<file path="config.mk">
export PLATFORM = sky130hd
export DESIGN_NAME = vram_arbiter
export DESIGN_NICKNAME = d
export VERILOG_FILES = /design/src/rtl/vram_arbiter.sv
export SDC_FILE = /design/constraint.sdc
export NUM_CORES = 1
export LEC_CHECK = 0
export ABC_AREA = 1
export BUFFER_PORTS_ARGS = -buffer_cell sky130_fd_sc_hd__buf_2
export CAP_MARGIN = 20
export CORE_MARGIN = 4
export CORE_UTILIZATION = 40
export DETAILED_ROUTE_END_ITERATION = 6
export PLACE_DENSITY = 0.77
export RECOVER_POWER = 25
export SETUP_SLACK_MARGIN = 0.05
export SYNTH_ARGS = -nofsm -noshare
export SYNTH_HDL_FRONTEND = slang
export SYNTH_SLANG_ARGS = --single-unit
</file>
<file path="constraint.sdc">
create_clock -name clk -period 1.61 [get_ports clk]
set_input_delay 0.322 -clock clk [delete_from_list [all_inputs] [get_ports clk]]
set_output_delay 0.322 -clock clk [all_outputs]
set_load 0.01 [all_outputs]
</file>
<file path="src/rtl/vram_arbiter.sv">
// vram_arbiter
// Shares one synchronous single-port VRAM between the display fetch path and
// the host (MCU) bus. Display reads normally win so scanout never underruns.
// A saturating starvation counter guarantees that a host request that keeps
// losing is eventually forced through. At most one memory operation is issued
// per cycle. Read data comes back two cycles after the ack, and a small tag
// pipeline tells which requester owns it.
//
// Ports
//   clk, reset            system clock, synchronous active-high reset
//   disp_req/disp_addr    display read request and address
//   disp_ack              display request accepted this cycle (combinational)
//   disp_rvalid/rdata     display read return
//   host_req/wr/addr/wdata host request (wr=1 write, wr=0 read)
//   host_ack              host request accepted this cycle (combinational)
//   host_rvalid/rdata     host read return
//   mem_en/wr/addr/wdata  registered VRAM command
//   mem_rdata             VRAM read data, valid one cycle after a read strobe
module vram_arbiter #(
   parameter int ADDR_WIDTH    = 15,
   parameter int DATA_WIDTH    = 16,
   parameter int HOST_MAX_WAIT = 8
) (
   input  logic                  clk,
   input  logic                  reset,
   input  logic                  disp_req,
   input  logic [ADDR_WIDTH-1:0] disp_addr,
   output logic                  disp_ack,
   output logic                  disp_rvalid,
   output logic [DATA_WIDTH-1:0] disp_rdata,
   input  logic                  host_req,
   input  logic                  host_wr,
   input  logic [ADDR_WIDTH-1:0] host_addr,
   input  logic [DATA_WIDTH-1:0] host_wdata,
   output logic                  host_ack,
   output logic                  host_rvalid,
   output logic [DATA_WIDTH-1:0] host_rdata,
   output logic                  mem_en,
   output logic                  mem_wr,
   output logic [ADDR_WIDTH-1:0] mem_addr,
   output logic [DATA_WIDTH-1:0] mem_wdata,
   input  logic [DATA_WIDTH-1:0] mem_rdata
);

   localparam int WAIT_W = $clog2(HOST_MAX_WAIT + 1);
   localparam logic [WAIT_W-1:0] WAIT_MAX = WAIT_W'(HOST_MAX_WAIT);

   typedef enum logic {
      OWNER_DISP = 1'b0,
      OWNER_HOST = 1'b1
   } owner_e;

   typedef struct packed {
      logic   valid;
      owner_e owner;
      logic   rd;
   } tag_t;

   logic [WAIT_W-1:0] host_wait;
   logic              host_forced;
   logic              disp_win;
   logic              host_win;
   tag_t              tag_s1;
   tag_t              tag_s2;

   // Arbitration. The host only beats a simultaneous display request once it
   // has lost HOST_MAX_WAIT times in a row. Both grants are suppressed while
   // reset is asserted so nothing is accepted that the reset would then drop.
   always_comb begin
      host_forced = (host_wait >= WAIT_MAX);
      host_win    = 1'b0;
      disp_win    = 1'b0;
      if (!reset) begin
         host_win = host_req && (!disp_req || host_forced);
         disp_win = disp_req && !(host_req && host_forced);
      end
   end

   assign disp_ack = disp_win;
   assign host_ack = host_win;

   // Starvation counter: counts consecutive host losses and saturates. Any
   // cycle where the host is accepted or not requesting restarts it, so a
   // withdrawn request earns no credit toward a forced win.
   always_ff @(posedge clk) begin
      if (reset) begin
         host_wait <= '0;
      end else if (!host_req || host_win) begin
         host_wait <= '0;
      end else if (host_wait < WAIT_MAX) begin
         host_wait <= host_wait + 1'b1;
      end
   end

   // Command register toward the VRAM. The winner's command is captured at the
   // end of the grant cycle. With no winner only the strobe drops; the address
   // and data hold so the memory bus does not toggle needlessly.
   always_ff @(posedge clk) begin
      if (reset) begin
         mem_en    <= 1'b0;
         mem_wr    <= 1'b0;
         mem_addr  <= '0;
         mem_wdata <= '0;
      end else begin
         mem_en <= host_win || disp_win;
         if (host_win) begin
            mem_wr    <= host_wr;
            mem_addr  <= host_addr;
            mem_wdata <= host_wdata;
         end else if (disp_win) begin
            mem_wr   <= 1'b0;
            mem_addr <= disp_addr;
         end
      end
   end

   // Two-stage tag pipeline following each issued operation. Stage 2 lines up
   // with the cycle in which the VRAM presents read data. Clearing both stages
   // on reset guarantees that reads in flight never raise an rvalid.
   always_ff @(posedge clk) begin
      if (reset) begin
         tag_s1 <= '0;
         tag_s2 <= '0;
      end else begin
         tag_s1.valid <= host_win || disp_win;
         tag_s1.owner <= host_win ? OWNER_HOST : OWNER_DISP;
         tag_s1.rd    <= host_win ? !host_wr : 1'b1;
         tag_s2       <= tag_s1;
      end
   end

   // Read returns: the data bus is shared and only the owner's valid rises.
   // Write tags carry rd=0 and therefore produce no rvalid.
   always_comb begin
      disp_rvalid = tag_s2.valid && tag_s2.rd && (tag_s2.owner == OWNER_DISP);
      host_rvalid = tag_s2.valid && tag_s2.rd && (tag_s2.owner == OWNER_HOST);
      disp_rdata  = mem_rdata;
      host_rdata  = mem_rdata;
   end

endmodule
</file>
* Word level (Yosys, flattened, before mapping)
Cells that the tools add are included.
Word-level totals: output and inout port bits 69, register bits 42, input bits 67, logic and storage cells 37
Operators by class: $add $sub $neg 1, bitwise logic cells 1, order comparisons 2, reduce and logical (&&, ||, !) cells 15, mux-type cells 8
Operators with widths (count):
- 2-to-1 mux 15 bit | 2
- logical AND 1 bit | 6
- 2-to-1 mux 1 bit | 6
- adder 4 x 1 -> 4 bit, second input constant | 1
- >= comparator 4 bit, second input constant | 1
- logical NOT 1 bit | 4
- less-than comparator 4 bit, second input constant | 1
- logical OR 1 bit | 3
- nonzero test 2 bit | 1
- OR reduction 2 bit | 1
- NOT 1 bit | 1

* Longest topological paths before layout
Gate-level depths: netlist (run 1).
depth after elaboration 7, gate-level depth with buffers 7, depth with buffers taken out 7

* Least setup slack after synthesis (run 1)
OpenSTA, ideal clock, no wires.
path type register to output, from register host_wait[3], to output port host_ack, buffers on the path 1, cell stages (with the launch flop) 6, data required time 1.288 ns, setup slack 0.415 ns, data arrival time 0.873 ns, path through dfxtp_1 inv_2 nand2_1 nand2_2 inv_2 buf_6
Between the ends: cells in the longest elaborated chain, start to end 4
RTL lines:
- from (decl) | line 59 | logic [WAIT_W-1:0] host_wait;
- from (signal assigned) | line 91 | host_wait <= host_wait + 1'b1;
- >= comparator 4 bit | line 70 | host_forced = (host_wait >= WAIT_MAX);
- logical OR 1 bit | line 74 | host_win = host_req && (!disp_req || host_forced);
- logical AND 1 bit | line 74
- 2-to-1 mux 1 bit | line 73 | if (!reset) begin
- to (decl) | line 35 | output logic host_ack,
Every way passes these cells.

* Final worst setup path (run 1)
Same ends and word-level chain as after synthesis.

==> results of run 1 <==
-- sequential cells by signal (all words and copies together) (netlist names) --
register / cells
tag_s1: 3
host_wait: 4
mem_addr: 15
mem_wr: 1
tag_s2: 3
mem_wdata: 16
-- per-stage QoR --
stage          util, %  cells  setup WS, ns  hold slack, ns
6_report          49.3    405         0.200           0.226
5_1_grt           49.3    405        0.0888           0.215
4_1_cts           49.3    405         0.164           0.211
3_5_place_dp      47.4    397         0.270           0.400
3_3_place_gp      47.4    397         0.292           0.391
2_1_floorplan        -    282         0.415           0.388
-- power groups by stage --
stage / registers (mW) / logic [mW] / clock network [mW]
final: 1.13 / 0.357 / 0.687
after detailed placement: 1.16 / 0.361 / 0
after floorplan: 1.19 / 0.270 / 0
after CTS: 1.14 / 0.362 / 0.720
after global routing: 1.14 / 0.407 / 0.773
after global placement: 1.16 / 0.356 / 0
-- final cells by class --
cell class	instances	area share [%]
clock buffers	7	3.61
clock inverters	1	0.209
inverters	27	4.24
multi-input cells	167	32.9
flip-flops and latches	42	35.2
well taps	67	3.51
repair buffers	94	20.4
-- layer usage --
| metal | GRT usage [%] | wire (µm) |
|---|---|---|
| met1 | 17.0 | 1910 |
| met2 | 25.9 | 2190 |
| met3 | 5.42 | 357 |
| met4 | 5.57 | 70 |
| met5 | 0 | 0 |
-- path summary, 6_finish.rpt --
| path | endpoint | slack, ns | depth (start not counted) |
|---|---|---|---|
| setup / recovery | host_ack | 0.20 | 5 |
| hold / removal | mem_wdata[9] | 0.23 | 3 |
| setup reg to reg | mem_addr[2] | 0.37 | 6 |
| hold reg to reg | tag_s2[0] | 0.41 | 2 |
-- synth_stat cells (4+ instances only) --
master	n	share of area, %
sky130_fd_sc_hd__buf_2	7	1.7
sky130_fd_sc_hd__inv_2	5	0.91
sky130_fd_sc_hd__nand3_1	34	8.2
sky130_fd_sc_hd__buf_4	33	12
sky130_fd_sc_hd__a21oi_1	19	4.6
sky130_fd_sc_hd__nor2_2	4	1.2
sky130_fd_sc_hd__nand2_1	53	9.6
sky130_fd_sc_hd__inv_1	22	4.0
sky130_fd_sc_hd__buf_6	4	2.2
sky130_fd_sc_hd__nor2_1	33	6.0
sky130_fd_sc_hd__o21ai_2	4	1.7
sky130_fd_sc_hd__o21ai_1	11	2.7
sky130_fd_sc_hd__dfxtp_1	42	41
-- logic make-up (layout without fill, tap and decap cells) --
group / Yosys count / in the layout
AOI/OAI and AO/OA: 34 / 34
buffers and inverters: 73 / 129
adders and majority gates: 2 / 2
and+or+nand+nor: 131 / 131
DFF: 42 / 42
-- tightest hold or removal path, stage by stage --
cell and delay, ns:
sky130_fd_sc_hd__buf_2 0.07, sky130_fd_sc_hd__nand2_1 0.04, sky130_fd_sc_hd__nand2_1 0.05
==> out/results.txt, run 1 <==
Post-Synth Adder-Cell Area: 1.21%
Compound-cell area share of the yosys netlist: 8.98%
Maximum fanout along the worst path: 5
Final worst path period need: 1.41 ns
Via count of the routed design: 1,820
Combinational power share: 16.4%
Hold-fix buffer count after cts: 0
Area after detailed placement: 0.00230 mm²
Post-Synthesis Cells: 282
PwrDens: 911 mW/mm²
Category of the worst setup path launch point: flop
Total of warnings raised by yosys: 0
Post-synthesis instance area: 0.00206 mm²
Top_reg_cell synth: sky130_fd_sc_hd__dfxtp_1
Dominant combinational cell family by area after synthesis: simple AND/OR/NAND/NOR gates
Most frequent cells in the layout: sky130_fd_sc_hd__buf_2 (87), sky130_fd_sc_hd__nand2_1 (53), sky130_fd_sc_hd__dfxtp_1 (42)
Effective utilization at floorplan: 42.6%
Total CTS buffers: 5
Drt first pass iters: 4
Antenna Diode Count: 0
Synthesized net count: 351
Cell-by-cell listing of the critical path: inv_2 -> nand2_1 -> nand2_2 -> inv_2 -> buf_2
Number of max-cap violations: 0
Type of element capturing the critical path: output pin
Clock slew at the register clock pins of the worst setup and hold paths: 0.08 ns
Initial antenna violation count: 0
Net load switching power: 0.575 mW
Clock tree root buffer cell: sky130_fd_sc_hd__clkbuf_8
Final Cell Area: 0.00239 mm²
Antenna violation net count after detailed routing: 0
Least-Margin Pin Slew: 0.341 ns
Pin count of the biggest net entering global routing: 32
Pint: 1.60 mW
Num ports: 136
Final-report max-slew violation count: 0
Setup_tns: 0 ns
First DRT Iteration DRCs: 107
Average footprint of a synthesized cell: 7.32 µm²
Post-detailed-route wirelength per cell: 11.2 µm
Status: completed
Number of fill cells in the layout: 495
Count of nets after finishing: 406
Total die area: 0.00637 mm²
Signal arrival time at the worst endpoint: 1.09 ns
Layout cells sized above 1: 35.2%
Part of the total power dissipated in sequential elements: 52.1%
Longest Clk Path Bufs: 2
Cell type with the highest occurrence count on the critical path: sky130_fd_sc_hd__inv_2
Number of different library cells in the post-synthesis netlist: 20
RSZ-0062 raised after global routing: no
Critical path required time: 1.29 ns
Clock network fraction of total power: 31.5%
Floorplan die height: 79.8 µm
Worst setup skew after layout: 0.00300 ns
Clock sink total: 42
Buf/Inv on CP: 3
# H-tree levels: 2
Floorplan die width: 79.8 µm
Global placement routability congestion: 0.751
Total Routed Length: 4.54 mm
First-pass GRT wire length: 7.52 mm
Post-CTS setup buffer count: 0
RR Startpoint: host_wait[3]
Post-synth EDFFs: 0
Max-slew headroom: 77.2%
Core Box Area: 0.00485 mm²
Number of gates given a new drive strength after cts: 0
Number of port buffers: 87
Most common library cell in the layout ignoring fill and taps: sky130_fd_sc_hd__buf_2
Final hold violation count: 0
Portion of netlist area occupied by mux cells: 0%
Area occupied by multi-input gates: 786 µm²
Synth Area in XOR/XNOR: 0%
Insertion delay of the later-clocked pin in the worst-skew pair: 0.28 ns
Slowest-stage cell, CP: sky130_fd_sc_hd__dfxtp_1
Path type of the worst setup path: flop to output pin
GRT overflow: 0
Min-Delay Startpoint: host_wdata[9]
TritonCTS clock tree: built
Hold/Removal Path Class: input port to flop
Worst IR Drop VDD: 0.388 mV
Area taken by flip-flops and latches: 841 µm²
Total power: 2.18 mW
Number of placement rows: 25
Achievable clock frequency: 709 MHz
Final setup violating endpoints: 0
Yosys reg bits: 42
Launch point of the worst path: host_wait[3]
Async set or reset register ratio after synthesis: 0%
Switching fraction of total power: 26.4%
Share of synthesized area occupied by flip-flops and latches: 40.8%
Global routing usage summed across all routing layers: 15.0%
Longest individual stage delay on the worst path: 0.37 ns
Number of global-route vias before repair: 1,686
Detail Placement HPWL: 3.35 mm
Number of remaining DRC errors: 0
Share of the clock period used by the worst path: 87.6%
Vias/cell: 4.49
Cell family with most CP delay: flip-flops
Layout overhead on the synthesized area: 15.9%
Synthesized-area fraction occupied by and/or/nand/nor cells: 27.9%
Static leakage power: 1.31 nW
(Power assumes the default switching activity.)
==> run 2: changes to the inputs <==
--- a/config.mk
+++ b/config.mk
@@ -5,7 +5,6 @@
 export SDC_FILE = /design/constraint.sdc
 export NUM_CORES = 1
 export LEC_CHECK = 0
-export ABC_AREA = 1
 export BUFFER_PORTS_ARGS = -buffer_cell sky130_fd_sc_hd__buf_2
 export CAP_MARGIN = 20
 export CORE_MARGIN = 4
==> run 2 against run 1 <==
  * Worst hold slack better by 0.0070 ns
  * Die area is 1.1% lower
  * Clock power is 4.4% lower
  * Non-clock buffer count is 3 higher
  * Global-route usage is 0.81 points lower
  * Flip-flop and latch count stayed put
  * First-iteration DRC count is 19% lower
  * Synthesized cell count is 30% lower
  * Critical path depth is 1 lower
  * Sequential share of layout area is 0.53 points lower
  * Largest cell class unchanged
==> out/results.txt, run 2 <==
PwrDens: 864 mW/mm² (was 911 mW/mm²)
Pin count of the biggest net entering global routing: 31 (was 32)
Clock sink total: 42 (unchanged)
Worst setup skew after layout: 0.00497 ns (was 0.00300 ns)
Number of placement rows: 25 (unchanged)
Hold-fix buffer count after cts: 0 (unchanged)
Maximum fanout along the worst path: 3 (was 5)
Antenna Diode Count: 0 (unchanged)
Total CTS buffers: 5 (unchanged)
Type of element capturing the critical path: output pin (unchanged)
Critical path required time: 1.29 ns (about the same)
Yosys reg bits: 42 (unchanged)
Top reg by flops: mem_wdata (unchanged)
Number of remaining DRC errors: 0 (unchanged)
Total Routed Length: 4.43 mm (was 4.54 mm)
Sum of met3 wire segment lengths after detailed routing: 426 µm (was 357 µm)
Top layer reached by signal wires: met4 (unchanged)
Async set or reset register ratio after synthesis: 0% (unchanged)
Floorplan die height: 79.4 µm (was 79.8 µm)
Category of the worst setup path launch point: flop (unchanged)
First-pass GRT wire length: 6.96 mm (was 7.52 mm)
Core Box Area: 0.00482 mm² (was 0.00485 mm²)
Achievable clock frequency: 672 MHz (was 709 MHz)
Clock tree root buffer cell: sky130_fd_sc_hd__clkbuf_8 (unchanged)
Insertion delay of the later-clocked pin in the worst-skew pair: 0.29 ns (was 0.28 ns)
Layout cells sized above 1: 46.5% (was 35.2%)
Post-Place Cells: 313 (was 397)
Smallest setup slack after layout: 0.121 ns (was 0.200 ns)
Largest regs: mem_wdata: 16 flops, mem_addr: 15 flops, host_wait: 4 flops (unchanged)
Most frequent cell after synthesis: sky130_fd_sc_hd__dfxtp_1 (was sky130_fd_sc_hd__nand2_1)
Static leakage power: 1.21 nW (was 1.31 nW)
Number of flip-flops under the largest register name: 16 (unchanged)
Detail Placement HPWL: 3.23 mm (was 3.35 mm)
Worst slack after detailed placement: 0.0953 ns (was 0.270 ns)
Layout overhead on the synthesized area: 19.3% (was 15.9%)
Average footprint of a synthesized cell: 10.4 µm² (was 7.32 µm²)
Final worst path period need: 1.49 ns (was 1.41 ns)
Post-detailed-route wirelength per cell: 13.8 µm (was 11.2 µm)
Number of max-cap violations: 0 (unchanged)
Signal arrival time at the worst endpoint: 1.17 ns (was 1.09 ns)
Vias/cell: 4.83 (was 4.49)
TritonCTS clock tree: built (unchanged)
Number of global-route vias before repair: 1,538 (was 1,686)
Most common library cell in the layout ignoring fill and taps: sky130_fd_sc_hd__buf_2 (unchanged)
Final-report max-slew violation count: 0 (unchanged)
Fraction of synthesized cell area taken by the top area cell type: 41.3% (was 40.8%)
Final hold violation count: 0 (unchanged)
Post-Synthesis Cells: 196 (was 282)
Count of nets after finishing: 324 (was 406)
Antenna violation net count after detailed routing: 0 (unchanged)
Global routing usage summed across all routing layers: 14.2% (was 15.0%)
Synthesized net count: 265 (was 351)
Share of synthesized area occupied by flip-flops and latches: 41.3% (was 40.8%)
Non-filler instance count after layout: 321 (was 405)
First DRT Iteration DRCs: 87 (was 107)
Final setup violating endpoints: 0 (unchanged)
Initial antenna violation count: 0 (unchanged)
Total of warnings raised by yosys: 0 (unchanged)
Cell taking the most area after synthesis: sky130_fd_sc_hd__dfxtp_1 (unchanged)
Post-synth EDFFs: 0 (unchanged)
Floorplan die width: 79.4 µm (was 79.8 µm)
Post-synthesis instance area: 0.00204 mm² (was 0.00206 mm²)
Total die area: 0.00630 mm² (was 0.00637 mm²)
Final Core Density: 50.5% (was 49.3%)
Setup_tns: 0 ns (unchanged)
Clock slew at the register clock pins of the worst setup and hold paths: 0.07 ns (was 0.08 ns)
Cell types with the highest counts after synthesis: sky130_fd_sc_hd__dfxtp_1 (42), sky130_fd_sc_hd__buf_4 (32), sky130_fd_sc_hd__inv_1 (19), sky130_fd_sc_hd__nor2b_1 (16) (was sky130_fd_sc_hd__nand2_1 (53), sky130_fd_sc_hd__dfxtp_1 (42), sky130_fd_sc_hd__nand3_1 (34), sky130_fd_sc_hd__buf_4 (33), sky130_fd_sc_hd__nor2_1 (33))
Path type of the worst setup path: flop to output pin (unchanged)
RSZ-0062 raised after global routing: no (unchanged)
Least-Margin Pin Slew: 0.472 ns (was 0.341 ns)
Top_reg_cell synth: sky130_fd_sc_hd__dfxtp_1 (unchanged)
Setup slack of the worst register-to-register path: 0.16 ns (was 0.37 ns)
Drt first pass iters: 4 (unchanged)
Status: completed (unchanged)
Effective utilization at floorplan: 42.3% (was 42.6%)
Worst IR Drop VDD: 0.395 mV (was 0.388 mV)
Hold/Removal Path Class: input port to flop (unchanged)
Via count of the routed design: 1,552 (was 1,820)
Num ports: 136 (unchanged)
Global placement routability congestion: 0.663 (was 0.751)
Most frequent cells in the layout: sky130_fd_sc_hd__buf_2 (85), sky130_fd_sc_hd__dfxtp_1 (41), sky130_fd_sc_hd__inv_1 (19) (was sky130_fd_sc_hd__buf_2 (87), sky130_fd_sc_hd__nand2_1 (53), sky130_fd_sc_hd__dfxtp_1 (42))
Ranking of synthesized cells by area: sky130_fd_sc_hd__dfxtp_1 (41%), sky130_fd_sc_hd__buf_4 (12%), sky130_fd_sc_hd__a221o_1 (7.4%) (was sky130_fd_sc_hd__dfxtp_1 (41%), sky130_fd_sc_hd__buf_4 (12%), sky130_fd_sc_hd__nand2_1 (9.6%))
Longest Clk Path Bufs: 2 (unchanged)
Share of the clock period used by the worst path: 92.5% (was 87.6%)
Met2 layer wire length in the routed design: 2.02 mm (was 2.19 mm)
Number of port buffers: 87 (unchanged)
Max-slew headroom: 67.7% (was 77.2%)
# H-tree levels: 2 (unchanged)
Total power: 2.10 mW (was 2.18 mW)
Number of different library cells in the post-synthesis netlist: 29 (was 20)
GRT overflow: 0 (unchanged)
M1 WL: 1.91 mm (about the same)
==> run 2: changes by cell type in the layout (fill, tap and decap cells not counted), moves of 16 or more <==
cell	previous run	this run
sky130_fd_sc_hd__a21oi_1	19	3
sky130_fd_sc_hd__nand2_1	53	1
sky130_fd_sc_hd__nand3_1	34	1
sky130_fd_sc_hd__nor2_1	33	7
sky130_fd_sc_hd__nor2b_1	0	16
==> run 2: worst max-delay path: stages (launching register included) <==
cell                      delay [ns]
sky130_fd_sc_hd__dfxtp_2        0.35
sky130_fd_sc_hd__nor2b_4        0.05
sky130_fd_sc_hd__nor3b_4        0.24
sky130_fd_sc_hd__buf_12         0.14
sky130_fd_sc_hd__buf_6          0.09
==> run 2: report_power, final <==
part           internal (mW)  total [mW]  switching, mW  leakage, nW
sequential              1.10        1.13         0.0277        0.346
clock                  0.331       0.657          0.326       0.0431
combinational          0.173       0.317          0.144        0.822
total                   1.60        2.10          0.498         1.21
==> run 2: worst paths after layout <==
| check | startpoint | endpoint | cells past startpoint |
|---|---|---|---|
| min | host_wr | tag_s1[0] | 2 |
| min reg2reg | tag_s1[1] | tag_s2[1] | 1 |
| max | host_wait[3] | host_ack | 4 |
| max reg2reg | host_wait[3] | mem_wdata[12] | 5 |
==> run 2: metrics by stage <==
step,hold slack [ns],instance area (µm²)
after floorplan,0.414,2040
after global placement,0.424,2330
after detailed placement,0.420,2330
after CTS,0.220,2430
after global routing,0.225,2430
final,0.233,2430
==> run 2: cells by family after synthesis <==
| logic type | after synthesis | share of synthesized area [%] |
|---|---|---|
| AO/OA/AOI/OAI | 34 | 14.8 |
| multiplexers | 16 | 10.7 |
| buffers and inverters | 64 | 19.4 |
| flip-flops | 42 | 41.3 |
| AND/OR/NAND/NOR | 37 | 12.2 |
| adder cells (fa/ha/maj) | 2 | 1.23 |
| XOR/XNOR | 1 | 0.430 |
==> run 2: timing repair <==
action / 4_1_cts / 5_1_grt
endpoints found under the setup margin: 1 / 1
setup buffers: 2 / 0
pin swaps: 1 / 1
gates resized for setup: 1 / 1
==> run 2: area by class of cell <==
class / instances / area (µm²)
clock buffer: 6 / 82.6
fill: 488 / 2390
inverter: 19 / 71.3
multi-input combinational: 90 / 802
sequential: 42 / 842
tap: 67 / 83.8
timing repair buffer: 97 / 549
==> run 2: metal layers <==
layer,global-route usage [%],vias up
met5,0,-
met4,6.87,0
met3,4.51,12
met2,22.6,65
met1,17.4,713
li1,-,762
==> run 3: changes to the inputs <==
--- a/config.mk
+++ b/config.mk
@@ -10,9 +10,11 @@
 export CORE_MARGIN = 4
 export CORE_UTILIZATION = 40
 export DETAILED_ROUTE_END_ITERATION = 6
+export GPL_TIMING_DRIVEN = 0
 export PLACE_DENSITY = 0.77
 export RECOVER_POWER = 25
 export SETUP_SLACK_MARGIN = 0.05
+export SLEW_MARGIN = 20
 export SYNTH_ARGS = -nofsm -noshare
 export SYNTH_HDL_FRONTEND = slang
 export SYNTH_SLANG_ARGS = --single-unit
==> run 3 against run 2 <==
  * Critical path depth increased by 1
  * Core utilization rose by 8.1 points
  * Clock-buffer cell count shrank 1
  * Worst hold slack better by 0.0057 ns
  * First-iteration DRC count decreased by 44%
  * Sequential share of layout area fell by 4.8 points
  * Combinational power rose by 35%
  * Register-to-register slack got worse by 0.03 ns
  * Power up 4.3%
  * Global-route usage grew 2.0 points
  * Sequential power about the same
  * Largest power group unchanged
==> out/results.txt, run 3 (same netlist as run 2, synthesis figures left out) <==
Status: completed (unchanged)
Longest individual stage delay on the worst path: 0.33 ns (was 0.35 ns)
Achievable clock frequency: 645 MHz (was 672 MHz)
Worst slack after detailed placement: -0.0451 ns (was 0.0953 ns)
Total die area: 0.00630 mm² (unchanged)
Path type of the worst setup path: flop to output pin (unchanged)
Hold-fix buffer count after cts: 0 (unchanged)
Least-Margin Pin Slew: 0.569 ns (was 0.472 ns)
Floorplan die width: 79.4 µm (unchanged)
Global routing usage summed across all routing layers: 16.2% (was 14.2%)
Cell type with the highest occurrence count on the critical path: sky130_fd_sc_hd__buf_6
Most common library cell in the layout ignoring fill and taps: sky130_fd_sc_hd__buf_2 (unchanged)
Final setup violating endpoints: 0 (unchanged)
Drt first pass iters: 4 (unchanged)
Number of placement rows: 25 (unchanged)
Number of global-route vias before repair: 1,845 (was 1,538)
Vias/cell: 4.68 (was 4.83)
Smallest setup slack after layout: 0.0594 ns (was 0.121 ns)
Slowest-stage cell, CP: sky130_fd_sc_hd__dfxtp_2 (unchanged)
Longest Clk Path Bufs: 2 (unchanged)
Final Core Density: 58.5% (was 50.5%)
Floorplan die height: 79.4 µm (unchanged)
Clock sink total: 42 (unchanged)
Max-slew headroom: 61.1% (was 67.7%)
Setup_tns: 0 ns (unchanged)
Critical path required time: 1.29 ns (about the same)
Share of the clock period used by the worst path: 96.3% (was 92.5%)
Area after detailed placement: 0.00272 mm² (was 0.00233 mm²)
Antenna violation net count after detailed routing: 0 (unchanged)
Count of nets after finishing: 397 (was 324)
RR Startpoint: host_wait[3] (unchanged)
Number of port buffers: 119 (was 87)
Static leakage power: 1.45 nW (was 1.21 nW)
Total Routed Length: 5.23 mm (was 4.43 mm)
Pin count of the biggest net entering global routing: 13 (was 31)
Number of max-cap violations: 0 (unchanged)
Min-Delay Startpoint: host_wdata[14] (was host_wr)
Via count of the routed design: 1,849 (was 1,552)
Num ports: 136 (unchanged)
Top reg by flops: mem_wdata (unchanged)
Global placement routability congestion: 0.689 (was 0.663)
Largest regs: mem_wdata: 16 flops, mem_addr: 15 flops, host_wait: 4 flops (unchanged)
Fin Hold WS: 0.239 ns (was 0.233 ns)
Clock slew at the register clock pins of the worst setup and hold paths: 0.08 ns (was 0.07 ns)
Number of remaining DRC errors: 0 (unchanged)
Met2 Track Usage GR: 28.2% (was 22.6%)
Cells on Worst Hold Path: 2 (unchanged)
Cell family with most CP delay: buffers and inverters (was flip-flops)
Final hold violation count: 0 (unchanged)
Worst reg2reg endpoint: mem_wdata[12] (unchanged)
First DRT Iteration DRCs: 49 (was 87)
Category of the worst setup path launch point: flop (unchanged)
Detail Placement HPWL: 4.08 mm (was 3.23 mm)
Total CTS buffers: 5 (unchanged)
GRT overflow: 0 (unchanged)
Number of flip-flops under the largest register name: 16 (unchanged)
Met1 capacity usage during global routing: 19.9% (was 17.4%)
Maximum fanout along the worst path: 5 (was 3)
Final-report max-slew violation count: 0 (unchanged)
Clock network fraction of total power: 29.0% (was 31.3%)
Setup slack of the worst register-to-register path: 0.13 ns (was 0.16 ns)
Post-detailed-route wirelength per cell: 13.2 µm (was 13.8 µm)
Most frequent cells in the layout: sky130_fd_sc_hd__buf_2 (98), sky130_fd_sc_hd__dfxtp_1 (41), sky130_fd_sc_hd__buf_4 (37) (was sky130_fd_sc_hd__buf_2 (85), sky130_fd_sc_hd__dfxtp_1 (41), sky130_fd_sc_hd__inv_1 (19))
# H-tree levels: 2 (unchanged)
Core Box Area: 0.00482 mm² (unchanged)
RSZ-0062 raised after global routing: yes (was no)
Part of the total power dissipated in sequential elements: 51.4% (was 53.6%)
Most Used Layer, Global Route: met2 (unchanged)
PwrDens: 777 mW/mm² (was 864 mW/mm²)
Final worst path period need: 1.55 ns (was 1.49 ns)
Total stage count of the critical path: 5 (was 4)
First-pass GRT wire length: 8.20 mm (was 6.96 mm)
Type of element capturing the critical path: output pin (unchanged)
Buf/Inv on CP: 3 (was 2)
Worst IR Drop VDD: 0.444 mV (was 0.395 mV)
Combinational power share: 19.6% (was 15.1%)
TritonCTS clock tree: built (unchanged)
Cell-by-cell listing of the critical path: buf_6 -> nor2b_4 -> nor3b_4 -> buf_6 -> buf_6 (was nor2b_4 -> nor3b_4 -> buf_12 -> buf_6)
Pint: 1.63 mW (was 1.60 mW)
Clock tree root buffer cell: sky130_fd_sc_hd__clkbuf_8 (unchanged)
Worst-case hold path end point: mem_wdata[14] (was tag_s1[0])
Met3 Use GR: 4.40% (was 4.51%)
Final Cell Area: 0.00282 mm² (was 0.00243 mm²)
Net load switching power: 0.564 mW (was 0.498 mW)
Effective utilization at floorplan: 42.3% (unchanged)
Insertion delay of the later-clocked pin in the worst-skew pair: 0.29 ns (about the same)
Antenna Diode Count: 0 (unchanged)
Initial antenna violation count: 0 (unchanged)
Signal arrival time at the worst endpoint: 1.23 ns (was 1.17 ns)
Layout cells sized above 1: 50.0% (was 46.5%)
FF-to-FF path depth: 6 (was 5)
Hold/Removal Path Class: input port to flop (unchanged)
Worst setup skew after layout: 0.0105 ns (was 0.00497 ns)
Layout overhead on the synthesized area: 38.3% (was 19.3%)
Switching fraction of total power: 25.7% (was 23.7%)
run 3: changes by cell type in the layout (fill, tap and decap cells not counted), sizes merged:
cell,previous run,this run
clkinv,0,2
clkbuf,8,35
buf,95,140
run 3: per-stage QoR:
step / cells / total power, mW
2_1_floorplan: 196 / 1.39
3_3_place_gp: 382 / 1.57
3_5_place_dp: 382 / 1.58
4_1_cts: 390 / 2.23
5_1_grt: 395 / 2.30
6_report: 395 / 2.19
run 3: what timing repair did:
item                                    CTS  global route
gates resized for setup                   3             1
endpoints found under the setup margin    6            11
pin swaps                                 1             1
gates cloned                              0             1
buffers inserted                          1             4
run 3: worst max path at each step:
stage	slack (ns)	end	start
final	0.06	host_ack	host_wait[3]
after global routing	0.007	host_ack	host_wait[3]
after CTS	-0.03	host_ack	host_wait[3]
after detailed placement	-0.05	host_ack	disp_req
after global placement	-0.05	host_ack	disp_req
after floorplan	0.21	mem_wdata[10]	host_wait[3]
run 3: cell type report:
type	instances	area, µm²
Clock buffer	5	68.8
Inverter	19	71.3
Fill cell	466	2000
Multi-Input combinational cell	90	802
Tap cell	67	83.8
Timing Repair Buffer	125	616
Sequential cell	42	842
Buffer	45	325
Clock inverter	2	10.0
run 3: per-layer routing:
| layer | up-vias | wire length, µm |
|---|---|---|
| li1 | 907 | - |
| met1 | 845 | 2210 |
| met2 | 91 | 2480 |
| met3 | 6 | 503 |
| met4 | 0 | 35 |
| met5 | - | 0 |
run 3: power groups by stage:
stage                     clock network, mW  logic [mW]  registers, mW
final                                 0.635       0.429           1.13
after global routing                  0.700       0.470           1.13
after CTS                             0.664       0.437           1.13
after detailed placement                  0       0.434           1.15
after global placement                    0       0.424           1.15
after floorplan                           0       0.218           1.17
